$ cat src/rtl/sound_ctrl.sv
// sound_ctrl: turns CPU register writes into gated enables, timed launch strobes and a decaying crash level
module sound_ctrl #(
  parameter int LS_TICKS   = 48,
  parameter int CRSH_DECAY = 120,
  parameter int CNT_W      = 8
) (
  input  logic       clk,
  input  logic       rst,
  input  logic       clk_12KHz_en,
  input  logic       mod_redbaron,
  input  logic       cpu_wr,
  input  logic       cpu_addr,
  input  logic [7:0] cpu_data,
  output logic       sound_enable,
  output logic       motor_en,
  output logic       engine_rev_en,
  output logic       shell_en,
  output logic       shell_ls,
  output logic       explo_en,
  output logic       explo_ls,
  output logic [3:0] crsh,
  output logic [2:0] status
);
  typedef enum logic {IDLE, ACTIVE} os_t;
  os_t              os     [2];
  logic [CNT_W-1:0] os_cnt [2];
  logic [CNT_W-1:0] dcnt;
  logic [3:0]       level;
  logic             snd, ex_en, sh_en, mot, rev;
  logic             ctl_wr, crs_wr, snd_nx;
  logic             unused_bit;
  assign unused_bit = cpu_data[6];
  assign ctl_wr = cpu_wr & ~cpu_addr;
  assign crs_wr = cpu_wr & cpu_addr;
  // mute decisions use the enable value being written this cycle
  assign snd_nx = ctl_wr ? cpu_data[0] : snd;
  // index 0 = explosion (trigger bit1), index 1 = shell (trigger bit2)
  always_ff @(posedge clk or posedge rst) begin
    if (rst) begin
      {snd, ex_en, sh_en, mot, rev} <= '0;
      for (int i = 0; i < 2; i++) begin
        os[i]     <= IDLE;
        os_cnt[i] <= '0;
      end
      level <= '0;
      dcnt  <= '0;
    end else begin
      if (ctl_wr) {rev, mot, sh_en, ex_en, snd} <= {cpu_data[7], cpu_data[5], cpu_data[4], cpu_data[3], cpu_data[0]};
      for (int i = 0; i < 2; i++) begin
        if (!snd_nx) begin
          os[i]     <= IDLE;
          os_cnt[i] <= '0;
        end else if (ctl_wr && cpu_data[i+1] && LS_TICKS != 0) begin
          os[i]     <= ACTIVE;
          os_cnt[i] <= CNT_W'(LS_TICKS);
        end else if (os[i] == ACTIVE && clk_12KHz_en) begin
          os_cnt[i] <= os_cnt[i] - CNT_W'(1);
          if (os_cnt[i] == CNT_W'(1)) os[i] <= IDLE;
        end
      end
      if (!snd_nx) begin
        level <= '0;
        dcnt  <= '0;
      end else if (crs_wr) begin
        level <= cpu_data[3:0];
        dcnt  <= '0;
      end else if (level != 4'd0 && clk_12KHz_en) begin
        if (dcnt == CNT_W'(CRSH_DECAY - 1)) begin
          dcnt  <= '0;
          level <= level - 4'd1;
        end else begin
          dcnt <= dcnt + CNT_W'(1);
        end
      end
    end
  end
  assign sound_enable  = snd;
  assign motor_en      = mot & ~mod_redbaron;
  assign engine_rev_en = rev & ~mod_redbaron;
  assign shell_en      = sh_en;
  assign shell_ls      = os[1] == ACTIVE;
  assign explo_en      = ex_en & ~mod_redbaron;
  assign explo_ls      = (os[0] == ACTIVE) & ~mod_redbaron;
  assign crsh          = mod_redbaron ? level : 4'd0;
  assign status        = {crsh != 4'd0, shell_ls, explo_ls};
endmodule

$ cat config.mk
export PLATFORM = sky130hd
export DESIGN_NAME = sound_ctrl
export DESIGN_NICKNAME = d
export VERILOG_FILES = /design/src/rtl/sound_ctrl.sv
export SDC_FILE = /design/constraint.sdc
export NUM_CORES = 1
export LEC_CHECK = 0
export ABC_AREA = 1
export BUFFER_PORTS_ARGS = -buffer_cell sky130_fd_sc_hd__buf_2
export CAP_MARGIN = 25
export CORE_AREA = 2 2 66 68
export CTS_BUF_LIST = sky130_fd_sc_hd__clkbuf_4 sky130_fd_sc_hd__clkbuf_8
export DETAILED_ROUTE_END_ITERATION = 16
export DIE_AREA = 0 0 68 70
export PLACE_DENSITY = 0.74
export SLEW_MARGIN = 10
export SYNTH_ARGS = -nofsm -noshare
export SYNTH_HDL_FRONTEND = slang
export SYNTH_SLANG_ARGS = --single-unit
$ cat constraint.sdc
create_clock -name clk -period 1.4 [get_ports clk]
set_clock_uncertainty 0.2 [all_clocks]
set_input_delay 0.28 -clock clk [delete_from_list [all_inputs] [get_ports clk]]
set_output_delay 0.28 -clock clk [all_outputs]
set_load 0.05 [all_outputs]
[After elaboration in Yosys (flattened, before gate mapping)]
Index checks and enable logic that the tools add are counted.
Widths: inputs -> output; s select.
Storage, ports and cells
  bits in registers: 35
  bits of input ports: 14
  output and inout bits: 14
  word-level logic and storage cells: 66
Cells by class
  add/subtract/negate cells: 4
  equality and inequality tests: 9
  multiplexer cells: 24
  bitwise logic cells: 8
  reduce and logical (&&, ||, !) cells: 10
Operator list (number)
  $mux 8: 10
  $mux 4: 5
  $eq 8x1->1 const B: 2
  $sub 8x1->8 const B: 2
  $ne 3x1->1 const B: 4
  $mux 1: 9
  $add 8x1->8 const B: 1
  $eq 8x7->1 const B: 1
  $reduce_bool 4->1: 2
  $and 1x1->1: 6
  $ne 3x2->1 const B: 2
  $reduce_and 2->1: 3
  $logic_and 1x1->1: 5
  $sub 4x1->4 const B: 1
  $not 1->1: 2

[Longest topological paths before layout]
  word-level depth: 5
  gate-level depth with buffers: 9
  gate-level depth less buffers: 9

[Worst setup path after synthesis]
Ideal clock, no wire load.
  path kind: input to output
  from: input port mod_redbaron
  to: output port status[0]
  arrival: 1.475 ns
  required time: 0.920 ns
  path slack: -0.555 ns
  cell stages on the path: 3
  buffers on the path: 2
  cells stage by stage: clkbuf_1 nor2_1 buf_4
On the way
  word-level cells in the longest chain between the ends: 2
Ends and longest elaborated chain
  start, declared: line 10  | input logic mod_redbaron,
  $not 1->1: line 83  | assign explo_ls = (os[0] == ACTIVE) & ~mod_redbaron;
  $and 1x1->1: line 83
  end, declared: line 22  | output logic [2:0] status
No other way between the ends.

[Final worst setup path]
  from: register level[3]
  to: output port status[2]
On the way
  word-level cells in the longest chain between the ends: 2
Ends and longest elaborated chain
  start, declared: line 28  | logic [3:0] level;
  start signal, assigned: line 65  | level <= cpu_data[3:0];
  start signal, assigned: line 70  | level <= level - 4'd1;
  $mux 4: line 84  | assign crsh = mod_redbaron ? level : 4'd0;
  $reduce_bool 4->1: line 85  | assign status = {crsh != 4'd0, shell_ls, explo_ls};
No other way between the ends.

==> flow_summary_export.csv <==
group,metric,value,unit
worst_setup_path,cpMostUsedCell,"buf_6",
worst_setup_path,crit_path_end_kind,"output pin",
synthesis,synth.largest_area_cell,"dfrtp_1",
clock_tree,cts_sinks,35,
floorplanning,num_rows,24,
worst_setup_path,r2r_cells,8,
synthesis,yosys-top-cells-count,"nand2_1, nor2_1, inv_1, dfrtp_1, nand3_1",
sta,fmaxAchievable,606,MHz
cells_and_area,area_growth_syn_to_layout,55.6,%
placement,post-place-ws,-0.183,ns
routing,postRouteAntennaNets,0,
placement,dp_hpwl,3.52,mm
routing,via_per_inst,5.21,
sta,drv_slew,0,
cells_and_area,fin_nets,405,
sta,timing.slew.headroom,76.3,%
sta,hold_viol,0,
worst_hold_path,hp-class,"input pin to register",
clock_tree,h-tree-depth,2,
sta,whs,0.0107,ns
grt,grt_pass1_wl,9.09,mm
routing,drt-initial-drc-count,110,
worst_hold_path,hold_path_end,"ex_en",
worst_setup_path,path_delay_family,"flip-flops",
synthesis,synth_fp_nets,312,
clock_tree,insertion_delay,0.30,ns
worst_setup_path,r2r_end,"dcnt[4]",
clock_tree,path_clk_slew,0.07,ns
worst_setup_path,critical_path.cell_chain,"buf_6 > nand2_4 > nand4_1 > buf_6",
synthesis,yosys-top-cells-area,"dfrtp_1, nand2_1, nor2_1, inv_1, nand3_1",
worst_setup_path,slowest_delay,0.40,ns
synthesis,syn_area_per_cell,7.36,um2
grt,antenna_found_initial,0,
synthesis,ys_warn_count,0,
power,power_density,1140,mW/mm2
power,power.total,0.00380,W
power,leakage,1.68,nW
floorplanning,initial_core_util,51.7,%
cells_and_area,fillers,245,
routing,first_pass_iters,4,
sta,tns,-3.10,ns
clock_tree,clock_path_buffers,2,
floorplanning,die_h,70,um
synthesis,synthCells,291,
worst_hold_path,worstHoldStart,"cpu_data[3]",
worst_setup_path,path_max_fanout,2,
power,vdd_ir_drop_max,0.000554,V
grt,grt_max_degree,36,
sta,timing.final.ws_setup,-0.250,ns
run,max_cap_viol_count,0,
cells_and_area,layout-drive-gt1-share,46.5,%
sta,period_needed,1.65,ns
outcome,status,"complete, but fails checks",
grt,grt_use_total,25.2,%
placement,place.gp.congestion,0.848,
synthesis,ys.flop_type,"dfrtp_1",
worst_setup_path,crit_slowest_cell,"dfrtp_1",
floorplanning,dieWidth,68,um
synthesis,netlist-cell-type-count,31,
synthesis,synth-edff-count,0,
cells_and_area,utilization,80.4,%
sta,setup_violations,23,
synthesis,synth_most_common_cell,"nand2_1",
routing,drc_errors,0,
grt,gr-total-overflow,0,
routing,wire_per_inst,14.3,um
sta,worst_slew_pin_slew,0.356,ns
clock_tree,cts_buffers,5,
synthesis,synth-seq-cells,35,
worst_hold_path,worstHoldPathCells,3,
placement,io_buffers,26,
sta,finalCritPeriodShare,118,%
worst_setup_path,cp-start-kind,"register",
floorplanning,fp.coreArea,0.00414,mm2
worst_setup_path,cp.arrival,1.17,ns
worst_setup_path,required,0.92,ns
outcome,violations,"negative setup slack",
worst_setup_path,cp_num_buf_inv,2,
routing,drt_wl_total,6.23,mm
floorplanning,dieArea,0.00476,mm2
cells_and_area,seq_area,878,um2
clock_tree,cts_tree,"done",
grt,grt_pass1_vias,2168,
worst_setup_path,r2r-start,"level[0]",
cells_and_area,multiInputGateArea,0.00136,mm2
sta,rsz0062_at_grt,"yes",
synthesis,yosysSeqAreaShare,40.9,%
cells_and_area,antenna_cells,0,
floorplanning,ioPinCount,28,
routing,num_vias,2275,
worst_setup_path,r2r_slack,-0.23,ns
synthesis,syn_area,0.00214,mm2
worst_setup_path,cp.depth,4,
synthesis,synth_top_area_share,40.9,%
synthesis,synthArstFlopShare,100,%
clock_tree,cts-root-buf,"clkbuf_8",
worst_setup_path,crit_type,"register to output pin",
-- placed cells by master, fill, tap and decap left out, drive strengths merged --
| master | netlist | final |
|---|---|---|
| nor4 | 1 | 1 |
| nand3 | 24 | 24 |
| ha | 7 | 7 |
| dlygate4sd3 | 0 | 4 |
| nor2 | 46 | 46 |
| nor3 | 5 | 5 |
| a21boi | 1 | 1 |
| inv | 40 | 40 |
| buf | 4 | 85 |
| nand2 | 88 | 89 |
| nor3b | 1 | 1 |
| clkinv | 0 | 1 |
| nand4 | 7 | 7 |
| a31oi | 1 | 1 |
| nand3b | 1 | 1 |
| a21oi | 10 | 10 |
| dfrtp | 35 | 35 |
| clkbuf | 1 | 8 |
| o21ai | 15 | 15 |
| or2 | 1 | 1 |
| o31ai | 1 | 1 |
| xor2 | 2 | 2 |
-- cell type report --
cell class	count	share of cell area, %
Clock buffer	7	2.52
Clock inverter	1	0.150
Sequential cell	35	26.4
Tap cell	52	1.95
Inverter	40	4.65
Timing Repair Buffer	90	23.5
Multi-Input combinational cell	212	40.9
-- how the worst max path moves through the flow --
| stage | startpoint | end | slack [ns] |
|---|---|---|---|
| final | level[3] | status[2] | -0.25 |
| after global routing | level[1] | dcnt[5] | -0.31 |
| after global placement | cpu_addr | os_cnt[5] | -0.13 |
| after CTS | level[0] | status[2] | -0.24 |
| after detailed placement | level[0] | dcnt[7] | -0.18 |
| after floorplan | dcnt[0] | level[2] | -0.07 |
-- what timing repair did --
action,4_1_cts,5_1_grt
resized for setup,60,57
hold endpoints to repair,38,0
endpoints found under the setup margin,27,39
gates cloned,2,0
buffers inserted,8,13
hold buffers,4,0
pin swaps,5,26
-- routing by layer --
metal / global-route usage (%) / share of wire, % / vias up
met5: 0 / 0 / -
met4: 10.0 / 2.5 / 0
met3: 5.80 / 3.3 / 16
met2: 44.1 / 54 / 53
met1: 28.8 / 40 / 1097
li1: - / - / 1109
-- worst min-delay path, delay by kind of cell --
kind | cells | cell delay [ns]
compound gates | 1 | 0.06
simple gates | 1 | 0.04
buf+inv | 1 | 0.09
-- report_power, final --
group	total (W)	internal [W]	leakage (nW)	switching [W]
Clock	0.000774	0.000388	0.0491	0.000386
Sequential	0.00122	0.00111	0.468	0.000105
Combinational	0.00181	0.000801	1.16	0.00101
-- registers in the layout (all words and copies together), names as in the netlist --
name,flops
level,4
os,1
shell_ls,1
rev,1
ex_en,1
mot,1
shell_en,1
dcnt,8
os_cnt,16
sound_enable,1
-- metrics by stage --
stage / cells / cell area, um2
floorplan: 291 / 2190
global placement: 403 / 2640
detailed placement: 403 / 2640
CTS: 425 / 3030
global route: 437 / 3330
finish: 437 / 3330
-- cells by family after synthesis --
group | Yosys count | synth area share, %
compound gates | 28 | 6.83
xor+xnor | 2 | 0.818
fa+ha+maj | 7 | 4.09
buf+inv | 45 | 8.64
flops | 35 | 40.9
simple gates | 174 | 38.7
Power figures use the tool's default switching activity.
